--- config.mk ---
export PLATFORM = sky130hd
export DESIGN_NAME = sync_fifo_ctrl_flat
export DESIGN_NICKNAME = d
export VERILOG_FILES = /design/src/rtl/sync_fifo_ctrl_if.sv /design/src/rtl/sync_fifo_ctrl.sv /design/src/flat_wrapper.sv
export SDC_FILE = /design/constraint.sdc
export NUM_CORES = 1
export LEC_CHECK = 0
export CORE_MARGIN = 2
export CORE_UTILIZATION = 45
export CTS_CLUSTER_DIAMETER = 80
export CTS_CLUSTER_SIZE = 16
export DETAILED_ROUTE_END_ITERATION = 16
export MAX_ROUTING_LAYER = met4
export RECOVER_POWER = 50
export SYNTH_ARGS = -nofsm -noshare
export SYNTH_HDL_FRONTEND = slang
export SYNTH_SLANG_ARGS = --single-unit
--- constraint.sdc ---
create_clock -name clk -period 4 [get_ports clk]
set_clock_uncertainty 0.05 [all_clocks]
set_input_delay 1 -clock clk [delete_from_list [all_inputs] [get_ports clk]]
set_output_delay 1 -clock clk [all_outputs]
set_load 0.005 [all_outputs]
--- src/rtl/sync_fifo_ctrl_if.sv ---
// Handshake bundle between a producer/consumer pair and sync_fifo_ctrl.
interface sync_fifo_ctrl_if #(
  parameter int unsigned WIDTH = 8,
  parameter int unsigned DEPTH = 8
);
  localparam int unsigned CW = $clog2(DEPTH) + 1;

  logic [WIDTH-1:0] wdata;
  logic             wen;
  logic             full;
  logic             almost_full;
  logic             ren;
  logic [WIDTH-1:0] rdata;
  logic             rvalid;
  logic             empty;
  logic             almost_empty;
  logic [CW-1:0]    count;
  logic             overflow;
  logic             underflow;
  logic             err_clr;

  // Producer/consumer side drives requests, observes status.
  modport master (
    output wdata, wen, ren, err_clr,
    input  full, almost_full, rdata, rvalid, empty, almost_empty,
           count, overflow, underflow
  );

  // FIFO side.
  modport slave (
    input  wdata, wen, ren, err_clr,
    output full, almost_full, rdata, rvalid, empty, almost_empty,
           count, overflow, underflow
  );
endinterface

--- src/rtl/sync_fifo_ctrl.sv ---
// Single-clock FIFO with occupancy count, almost-full/empty thresholds,
// sticky overflow/underflow flags and selectable show-ahead or registered read.
module sync_fifo_ctrl #(
  parameter int unsigned WIDTH         = 8,
  parameter int unsigned DEPTH         = 8,
  parameter int unsigned AFULL_THRESH  = DEPTH - 2,
  parameter int unsigned AEMPTY_THRESH = 1,
  parameter int unsigned FWFT          = 0
) (
  input logic            clk,
  input logic            rst,
  sync_fifo_ctrl_if.slave bus
);
  localparam int unsigned AW = (DEPTH > 1) ? $clog2(DEPTH) : 1;
  localparam int unsigned CW = AW + 1;

  // Reject illegal configurations at elaboration.
  if (DEPTH < 2 || (DEPTH & (DEPTH - 1)) != 0) begin : g_chk_depth
    $error("sync_fifo_ctrl: DEPTH must be a power of 2 and >= 2");
  end
  if (AFULL_THRESH < 1 || AFULL_THRESH > DEPTH) begin : g_chk_afull
    $error("sync_fifo_ctrl: AFULL_THRESH must be in 1..DEPTH");
  end
  if (AEMPTY_THRESH > DEPTH - 1) begin : g_chk_aempty
    $error("sync_fifo_ctrl: AEMPTY_THRESH must be in 0..DEPTH-1");
  end
  if (FWFT > 1) begin : g_chk_fwft
    $error("sync_fifo_ctrl: FWFT must be 0 or 1");
  end

  logic [WIDTH-1:0] mem_q [DEPTH];
  logic [CW-1:0]    wptr_q, wptr_d;
  logic [CW-1:0]    rptr_q, rptr_d;
  logic [CW-1:0]    count_q, count_d;
  logic             ovf_q, ovf_d;
  logic             udf_q, udf_d;
  logic             full_c, empty_c;
  logic             wr_acc_c, rd_acc_c;

  // Status flags decode the registered count only, so they never glitch on inputs.
  assign full_c   = (count_q == CW'(DEPTH));
  assign empty_c  = (count_q == CW'(0));
  assign wr_acc_c = bus.wen && !full_c;
  assign rd_acc_c = bus.ren && !empty_c;

  // Next-state for pointers, count and sticky error flags.
  always_comb begin
    wptr_d  = wptr_q;
    rptr_d  = rptr_q;
    if (wr_acc_c) wptr_d = wptr_q + CW'(1);
    if (rd_acc_c) rptr_d = rptr_q + CW'(1);
    // Pointers wrap modulo 2*DEPTH, so their difference is the occupancy.
    count_d = wptr_d - rptr_d;
    // A new error event wins over a same-cycle clear.
    ovf_d   = (bus.wen && full_c)  || (ovf_q && !bus.err_clr);
    udf_d   = (bus.ren && empty_c) || (udf_q && !bus.err_clr);
  end

  // Pointer, count and flag registers.
  always_ff @(posedge clk or posedge rst) begin
    if (rst) begin
      wptr_q  <= '0;
      rptr_q  <= '0;
      count_q <= '0;
      ovf_q   <= 1'b0;
      udf_q   <= 1'b0;
    end else begin
      wptr_q  <= wptr_d;
      rptr_q  <= rptr_d;
      count_q <= count_d;
      ovf_q   <= ovf_d;
      udf_q   <= udf_d;
    end
  end

  // Storage array; cleared on reset so show-ahead reads of an empty FIFO see 0.
  always_ff @(posedge clk or posedge rst) begin
    if (rst) begin
      for (int unsigned i = 0; i < DEPTH; i++) mem_q[i] <= '0;
    end else if (wr_acc_c) begin
      mem_q[wptr_q[AW-1:0]] <= bus.wdata;
    end
  end

  if (FWFT != 0) begin : g_fwft
    // Show-ahead: head entry is presented directly from memory.
    assign bus.rdata  = mem_q[rptr_q[AW-1:0]];
    assign bus.rvalid = !empty_c;
  end else begin : g_reg_read
    logic [WIDTH-1:0] rdata_q, rdata_d;
    logic             rvalid_q, rvalid_d;

    // Registered read: capture head on an accepted read, otherwise hold.
    always_comb begin
      rdata_d  = rdata_q;
      rvalid_d = 1'b0;
      if (rd_acc_c) begin
        rdata_d  = mem_q[rptr_q[AW-1:0]];
        rvalid_d = 1'b1;
      end
    end

    // Read data output register.
    always_ff @(posedge clk or posedge rst) begin
      if (rst) begin
        rdata_q  <= '0;
        rvalid_q <= 1'b0;
      end else begin
        rdata_q  <= rdata_d;
        rvalid_q <= rvalid_d;
      end
    end

    assign bus.rdata  = rdata_q;
    assign bus.rvalid = rvalid_q;
  end

  assign bus.full         = full_c;
  assign bus.empty        = empty_c;
  assign bus.almost_full  = (count_q >= CW'(AFULL_THRESH));
  assign bus.almost_empty = (count_q <= CW'(AEMPTY_THRESH));
  assign bus.count        = count_q;
  assign bus.overflow     = ovf_q;
  assign bus.underflow    = udf_q;

endmodule

--- src/flat_wrapper.sv ---
// flat-port wrapper written by rule: the top's interface ports become plain ports
module sync_fifo_ctrl_flat 
#(
  parameter int unsigned WIDTH         = 8,
  parameter int unsigned DEPTH         = 8,
  parameter int unsigned AFULL_THRESH  = DEPTH - 2,
  parameter int unsigned AEMPTY_THRESH = 1,
  parameter int unsigned FWFT          = 0
)
  (clk, rst, bus_wdata, bus_wen, bus_ren, bus_err_clr, bus_full, bus_almost_full, bus_rdata, bus_rvalid, bus_empty, bus_almost_empty, bus_count, bus_overflow, bus_underflow);
  sync_fifo_ctrl_if #(.WIDTH(WIDTH), .DEPTH(DEPTH)) bus_i ();
  input logic clk;
  input logic rst;
  input wire logic [$bits(bus_i.wdata)-1:0] bus_wdata;
  input wire logic [$bits(bus_i.wen)-1:0] bus_wen;
  input wire logic [$bits(bus_i.ren)-1:0] bus_ren;
  input wire logic [$bits(bus_i.err_clr)-1:0] bus_err_clr;
  output wire logic [$bits(bus_i.full)-1:0] bus_full;
  output wire logic [$bits(bus_i.almost_full)-1:0] bus_almost_full;
  output wire logic [$bits(bus_i.rdata)-1:0] bus_rdata;
  output wire logic [$bits(bus_i.rvalid)-1:0] bus_rvalid;
  output wire logic [$bits(bus_i.empty)-1:0] bus_empty;
  output wire logic [$bits(bus_i.almost_empty)-1:0] bus_almost_empty;
  output wire logic [$bits(bus_i.count)-1:0] bus_count;
  output wire logic [$bits(bus_i.overflow)-1:0] bus_overflow;
  output wire logic [$bits(bus_i.underflow)-1:0] bus_underflow;
  assign bus_i.wdata = bus_wdata;
  assign bus_i.wen = bus_wen;
  assign bus_i.ren = bus_ren;
  assign bus_i.err_clr = bus_err_clr;
  assign bus_full = bus_i.full;
  assign bus_almost_full = bus_i.almost_full;
  assign bus_rdata = bus_i.rdata;
  assign bus_rvalid = bus_i.rvalid;
  assign bus_empty = bus_i.empty;
  assign bus_almost_empty = bus_i.almost_empty;
  assign bus_count = bus_i.count;
  assign bus_overflow = bus_i.overflow;
  assign bus_underflow = bus_i.underflow;
  sync_fifo_ctrl #(.WIDTH(WIDTH), .DEPTH(DEPTH), .AFULL_THRESH(AFULL_THRESH), .AEMPTY_THRESH(AEMPTY_THRESH), .FWFT(FWFT)) u_core (.clk(clk), .rst(rst), .bus(bus_i));
endmodule
==> summary.txt <==
Clocking
  – CTS tree: done
  – Clk sinks: 87
  – Worst-Skew Late Latency: 0.35 ns
  – Hold_buf cts: 0
  – Cts repair resizes: 0
  – CTS max path bufs: 2
  – # H-tree levels: 3
  – Clock slew at reported path FFs: 0.08 ns
  – Root Buffer: clkbuf_8
  – Post-CTS Setup Repair Bufs: 0
  – CTS buffer count: 9

GRT
  – Initial antenna violation count: 0
  – Largest net degree at the start of global routing: 88
  – Vias in the first global route: 2186
  – First-pass GRT wire length: 12200 µm
  – All-Layer GR Usage: 0.174
  – Grt total ovfl: 0

Floorplanning
  – Initial Util: 0.462
  – Die area: about 9600 µm²
  – DIE WIDTH: 98.1 µm
  – Core area: 8640 µm²
  – Io pins: 32
  – Row Count: 34
  – Die Height: 98.1 µm

Placed design
  – Placer Congestion: 0.797
  – Post-Place Worst Slack: 0.748 ns
  – DP Wirelength: 4630 µm
  – Placed inst area: around 4400 µm²
  – PortBufs: 31
  – Placed insts: 392

Worst setup path
  – Slowest stage cell, crit path: clkbuf_2
  – CP startpoint kind: primary input
  – Crit Path Max Fanout: 87
  – Crit-path cells: clkdlybuf4s50_1 > clkinvlp_2 > clkbuf_2
  – Worst path bufs/invs: 3
  – Worst EP arrival: 3.05 ns
  – WP data required: 3.98 ns
  – WP depth: 3
  – CP Capture Type: asynchronous set/reset pin
  – Delay of the slowest critical-path stage: 1.45 ns
  – Cell family with most CP delay: buffers and inverters
  – RR Startpoint: u_core.bus.count[1]
  – Crit path kind: in2async
  – Reg2reg path depth: 8
  – Critical Path Source: rst

Power
  – Leakage: 1.96 nW
  – Worst VDD drop: slightly below 0.3 mV
  – PD cells: 832 nW/µm²
  – Total Power: 3.82 mW

Route
  – Pre-Repair DR Iteration Count: 4
  – Uppermost layer routed: met4
  – Met2 wire len: 3590 µm
  – Avg WL per Cell: 18.1 µm
  – Initial DRC count: approximately 110
  – WL met1: 3440 µm
  – DRT Wirelength: 7380 µm
  – Residual DRC count: 0
  – WL met3: between 200 and 250 µm
  – DR vias/cell: 5.37
  – Vias: 2184
  – Post-DRT Antenna Nets: 0

Cells and area
  – Final Util: 0.532
  – Nets: 314
  – Cell Count, Final, Fillers Out: 407
  – Share of cells above drive strength 1: 0.378
  – Area growth, synth to finish: 15.2%
  – Diode count: 0
  – Fin area: 4590 µm²

Yosys
  – Post-synth cell types: 35
  – Post-Syn Instances: between 200 and 300
  – Post-synth top area share: 0.546
  – Synth area leaders: dfrtp_1, mux2_2, mux4_2
  – Synth Area in Compound Gates: 0.0201
  – Asr flop ratio synth: 1.00
  – Post-synthesis simple-gate area fraction: 0.0631
  – Ys Warns: 0
  – Synth Area in XOR/XNOR: 0.0282
  – Post-synth EDFFs: 0
  – Syn Nets: 279
  – Mux cell area share after synthesis: 0.294
  – Post-Synth Adder-Cell Area: 0.0207
  – Yosys reg bits: a little under 90
  – Largest family of logic cells by synthesized area: multiplexers
  – Synth Flop Type: dfrtp_1
  – Syn avg cell area: 15.3 µm²
  – Register area share after synthesis: 0.546
  – Cell Area, Synth: between 3000 and 4000 µm²
  – Top cell type by total area after synthesis: dfrtp_1

STA
  – Setup ws final: 0.938 ns
  – Hold Fails Final Rpt: 0
  – Fmax: 327 MHz
  – Slew Viols, Final: 88
  – Final min period: 3.06 ns
  – Slew @ Worst Pin: 2.12 ns
  – Final setup TNS: 0 ns
  – Final setup fails: 0
  – Slew margin rel.: -0.416
  – Final period utilization: 0.766
  – Hold slack final: 0.431 ns
  – RSZ-0062 raised after global routing: no

Run status
  – Status: finished with violations
  – Failing checks: capacitance limit, slew limit

Hold path
  – Critical hold path startpoint: u_core.rptr_q[3]
  – WHS Path Cells: 1
  – Hold Path Class: reg2reg

Flow run
  – Max cap viols: 1
Yosys cell counts (all sizes together), types with 5 or more instances:
| cell | count |
|---|---|
| mux4 | 16 |
| clkbuf | 5 |
| inv | 10 |
| buf | 7 |
| nand2 | 17 |
| mux2i | 9 |
| mux2 | 64 |
| ha | 5 |
| dfrtp | 87 |
| o21ai | 10 |
| xnor2 | 6 |
power breakdown:
group / internal [mW] / switching (mW)
combinational: 0.996 / 0.550
clock: 0.319 / 0.294
sequential: 1.32 / 0.338
total: 2.64 / 1.18
sequential cells by signal, indices dropped and copies added (netlist names):
name	cells
u_core.bus.count	4
u_core.bus.overflow	1
u_core.bus.rdata	8
u_core.bus.rvalid	1
u_core.bus.underflow	1
u_core.mem_q	64
u_core.rptr_q	4
u_core.wptr_q	4
final cells by class:
type,count,area (µm²)
Clock inverter,3,42.5
Inverter,10,38.8
Sequential cell,87,2180
Clock buffer,12,155
Fill cell,744,4040
Timing Repair Buffer,36,345
Tap cell,108,135
Multi-Input combinational cell,151,1700
placed cells by master, fill, tap and decap left out, types with 2 or more instances in the layout:
cell type / n
nand2_1: 17
nand4b_2: 2
mux4_2: 16
xor2_1: 2
o21ai_0: 10
mux2i_1: 9
xnor2_1: 5
mux2_2: 64
nor4b_4: 2
ha_1: 5
clkdlybuf4s50_1: 29
clkbuf_8: 11
dfrtp_1: 87
nor2_1: 2
dlygate4sd3_1: 2
inv_1: 8
buf_4: 4
worst reg2reg max path: cells and delay by family (launching register included):
kind / cells / cell delay (ns)
xor gates and xnor gates: 1 / 0.24
and+or+nand+nor: 2 / 0.83
DFF: 1 / 0.44
adders and majority gates: 1 / 0.27
AOI/OAI and AO/OA: 2 / 0.33
muxes: 1 / 0.26
buffers and inverters: 1 / 0.09
path summary, 6_finish.rpt:
check,to,slack (ns)
setup / recovery,u_core.mem_q[41],0.94
hold / removal,u_core.rptr_q[3],0.43
setup reg to reg,u_core.bus.count[3],1.37
hold reg to reg,u_core.rptr_q[3],0.43
max in group clk,bus_full,1.03
min in group asynchronous,u_core.mem_q[23],1.65
per-layer routing:
metal	GRT usage	vias to the layer above
met5	-	-
met2	0.263	32
li1	-	1010
met1	0.235	1128
met4	0.0695	0
met3	0.0301	14
kinds of logic (layout without fill, tap and decap cells):
| family | count (synthesis) | in the layout |
|---|---|---|
| AOI/OAI and AO/OA | 14 | 14 |
| xor gates and xnor gates | 9 | 9 |
| adders and majority gates | 6 | 6 |
| buffers and inverters | 22 | 61 |
| DFF | 87 | 87 |
| muxes | 89 | 89 |
| and+or+nand+nor | 33 | 33 |
No activity file was read; power rests on OpenSTA's default activity.
==> RTL change (same flow settings) <==
`WIDTH` is set to 8 in 3 places; all go to 10.
--- a/src/rtl/sync_fifo_ctrl_if.sv
+++ b/src/rtl/sync_fifo_ctrl_if.sv
@@ -2,3 +2,3 @@
 interface sync_fifo_ctrl_if #(
-  parameter int unsigned WIDTH = 8,
+  parameter int unsigned WIDTH = 10,
   parameter int unsigned DEPTH = 8
--- a/src/rtl/sync_fifo_ctrl.sv
+++ b/src/rtl/sync_fifo_ctrl.sv
@@ -3,3 +3,3 @@
 module sync_fifo_ctrl #(
-  parameter int unsigned WIDTH         = 8,
+  parameter int unsigned WIDTH         = 10,
   parameter int unsigned DEPTH         = 8,
--- a/src/flat_wrapper.sv
+++ b/src/flat_wrapper.sv
@@ -3,3 +3,3 @@
 #(
-  parameter int unsigned WIDTH         = 8,
+  parameter int unsigned WIDTH         = 10,
   parameter int unsigned DEPTH         = 8,
Interface: changed (resized bus_rdata and bus_wdata); port bits go from 32 to 36. The function was not compared with the original's and may differ.
==> RTL change against the unedited design <==
The run still ends with capacitance limit, slew limit left. Wire length rose by 24%. Combinational power rose by 21%. Setup slack got worse by 0.067 ns. Sequential share of layout area rose by 1.2 points. First-iteration DRC count fell by 46%. Sequential cell count rose by 18. Synthesized area rose by 17%. Total power rose by 16%. Final area rose by 18%. Die area rose by 16%. Cell count rose by 20%. Non-clock buffer count rose by 9.
==> RTL change: results (changes against the unedited design) <==
- Layout cells sized above 1: 37.1% (-0.68 points)
- Synth Area in Adders: 1.77% (-0.30 points)
- Failing checks: capacitance limit, slew limit
- Largest cells by area after synthesis: dfrtp_1, mux2_2, mux4_2, mux2i_1, nand2_1
- First-pass GRT wire length: 15400 microns (+26%)
- DP Wirelength: 5770 microns (+25%)
- Cell variety after synth: 33 (-5.7%)
- Final std cells w/o fill: 489 (+20%)
- Synthesized net count: 327 (+17%)
- IO buf count: 35 (+13%)
- Final Max Slew Viols: 57 (-35%)
- Number of flip-flops in the largest register: 80 (+25%)
- Crit-path max FO: 13 (-85%)
- Clk slew on worst S/H paths: 0.10 ns (+0.02 ns)
- Critical Path Max Stage Delay: 0.60 ns (-0.85 ns)
- Placed Instances: 474 (+21%)
- Leak pwr: 0.00230 uW (+17%)
- Maximum vdd drop: 0.295 mV (+1.9%)
- Multiplexer share of the synthesized area: 31.4% (+2.0 points)
- Post-DP Area: 5230 sq um (+18%)
- Area share of xor/xnor cells in the synthesized design: 2.01% (-0.81 points)
- P per Cell Area: 820 nW/um^2 (-1.4%)
- Placer's final routability congestion estimate: 0.732 (-8.2%)
- Vias per cell: 5.30 (-1.3%)
- Synth Instances: 306 (+18%)
- Status: finished with violations
- Largest net degree at the start of global routing: 58 (-34%)
- Wire per inst: 18.7 microns (+3.1%)
- CP arrival: 3.31 ns (+0.26 ns)
- Initial drt markers: 61 (-46%)
- Total Routing Usage GR: 18.7% (+1.4 points)
- Post-placement worst setup slack: 0.787 ns (+0.0390 ns)
- MaxCap Viol Count: 1 (unchanged)
- Fillcell total: 887 (+19%)
## RTL change: layout make-up
class / instances / share of cell area (%)
multi-input cells: 178 / 36.1
inverters: 10 / 0.694
repair buffers: 45 / 7.96
flip-flops and latches: 105 / 48.6
clock buffers: 9 / 2.29
clock inverters: 6 / 1.25
well taps: 136 / 3.15
## RTL change: worst max-delay path, delay by kind of cell
| family | cells | cell delay (ns) |
|---|---|---|
| and+or+nand+nor | 2 | 0.30 |
| buffers and inverters | 2 | 1.02 |
| adders and majority gates | 1 | 0.28 |
| xor gates and xnor gates | 1 | 0.23 |
| AOI/OAI and AO/OA | 3 | 0.47 |
## RTL change: kinds of logic after synthesis
logic type               after synthesis
AO/OA/AOI/OAI                         16
AND/OR/NAND/NOR                       36
XOR/XNOR                               9
multiplexers                         111
flip-flops                           105
adder cells (fa/ha/maj)                6
buffers and inverters                 23
## RTL change: per-layer routing
layer,part of all wire (%),track usage (%),vias up
met1,50,27.0,1351
met3,2.6,2.72,12
met4,1.7,5.92,0
met5,0,-,-
met2,45,27.8,39
li1,-,-,1189
## RTL change: power breakdown
group / internal [uW] / switching [uW] / total, uW
Combinational: 1150 / 729 / 1880
Clock: 290 / 364 / 654
Sequential: 1600 / 308 / 1900
## RTL change: worst paths after layout
kind                       slack (ns)  depth (start not counted)             endpoint                start
setup / recovery                 0.87                          9  u_core.bus.count[3]              bus_ren
hold / removal                   0.44                          1     u_core.wptr_q[3]     u_core.wptr_q[3]
setup reg to reg                 1.04                          8  u_core.bus.count[3]  u_core.bus.count[2]
hold reg to reg                  0.44                          1     u_core.wptr_q[3]     u_core.wptr_q[3]
max in group asynchronous        0.95                          2     u_core.mem_q[24]                  rst
min in group asynchronous        1.65                          2     u_core.mem_q[79]                  rst
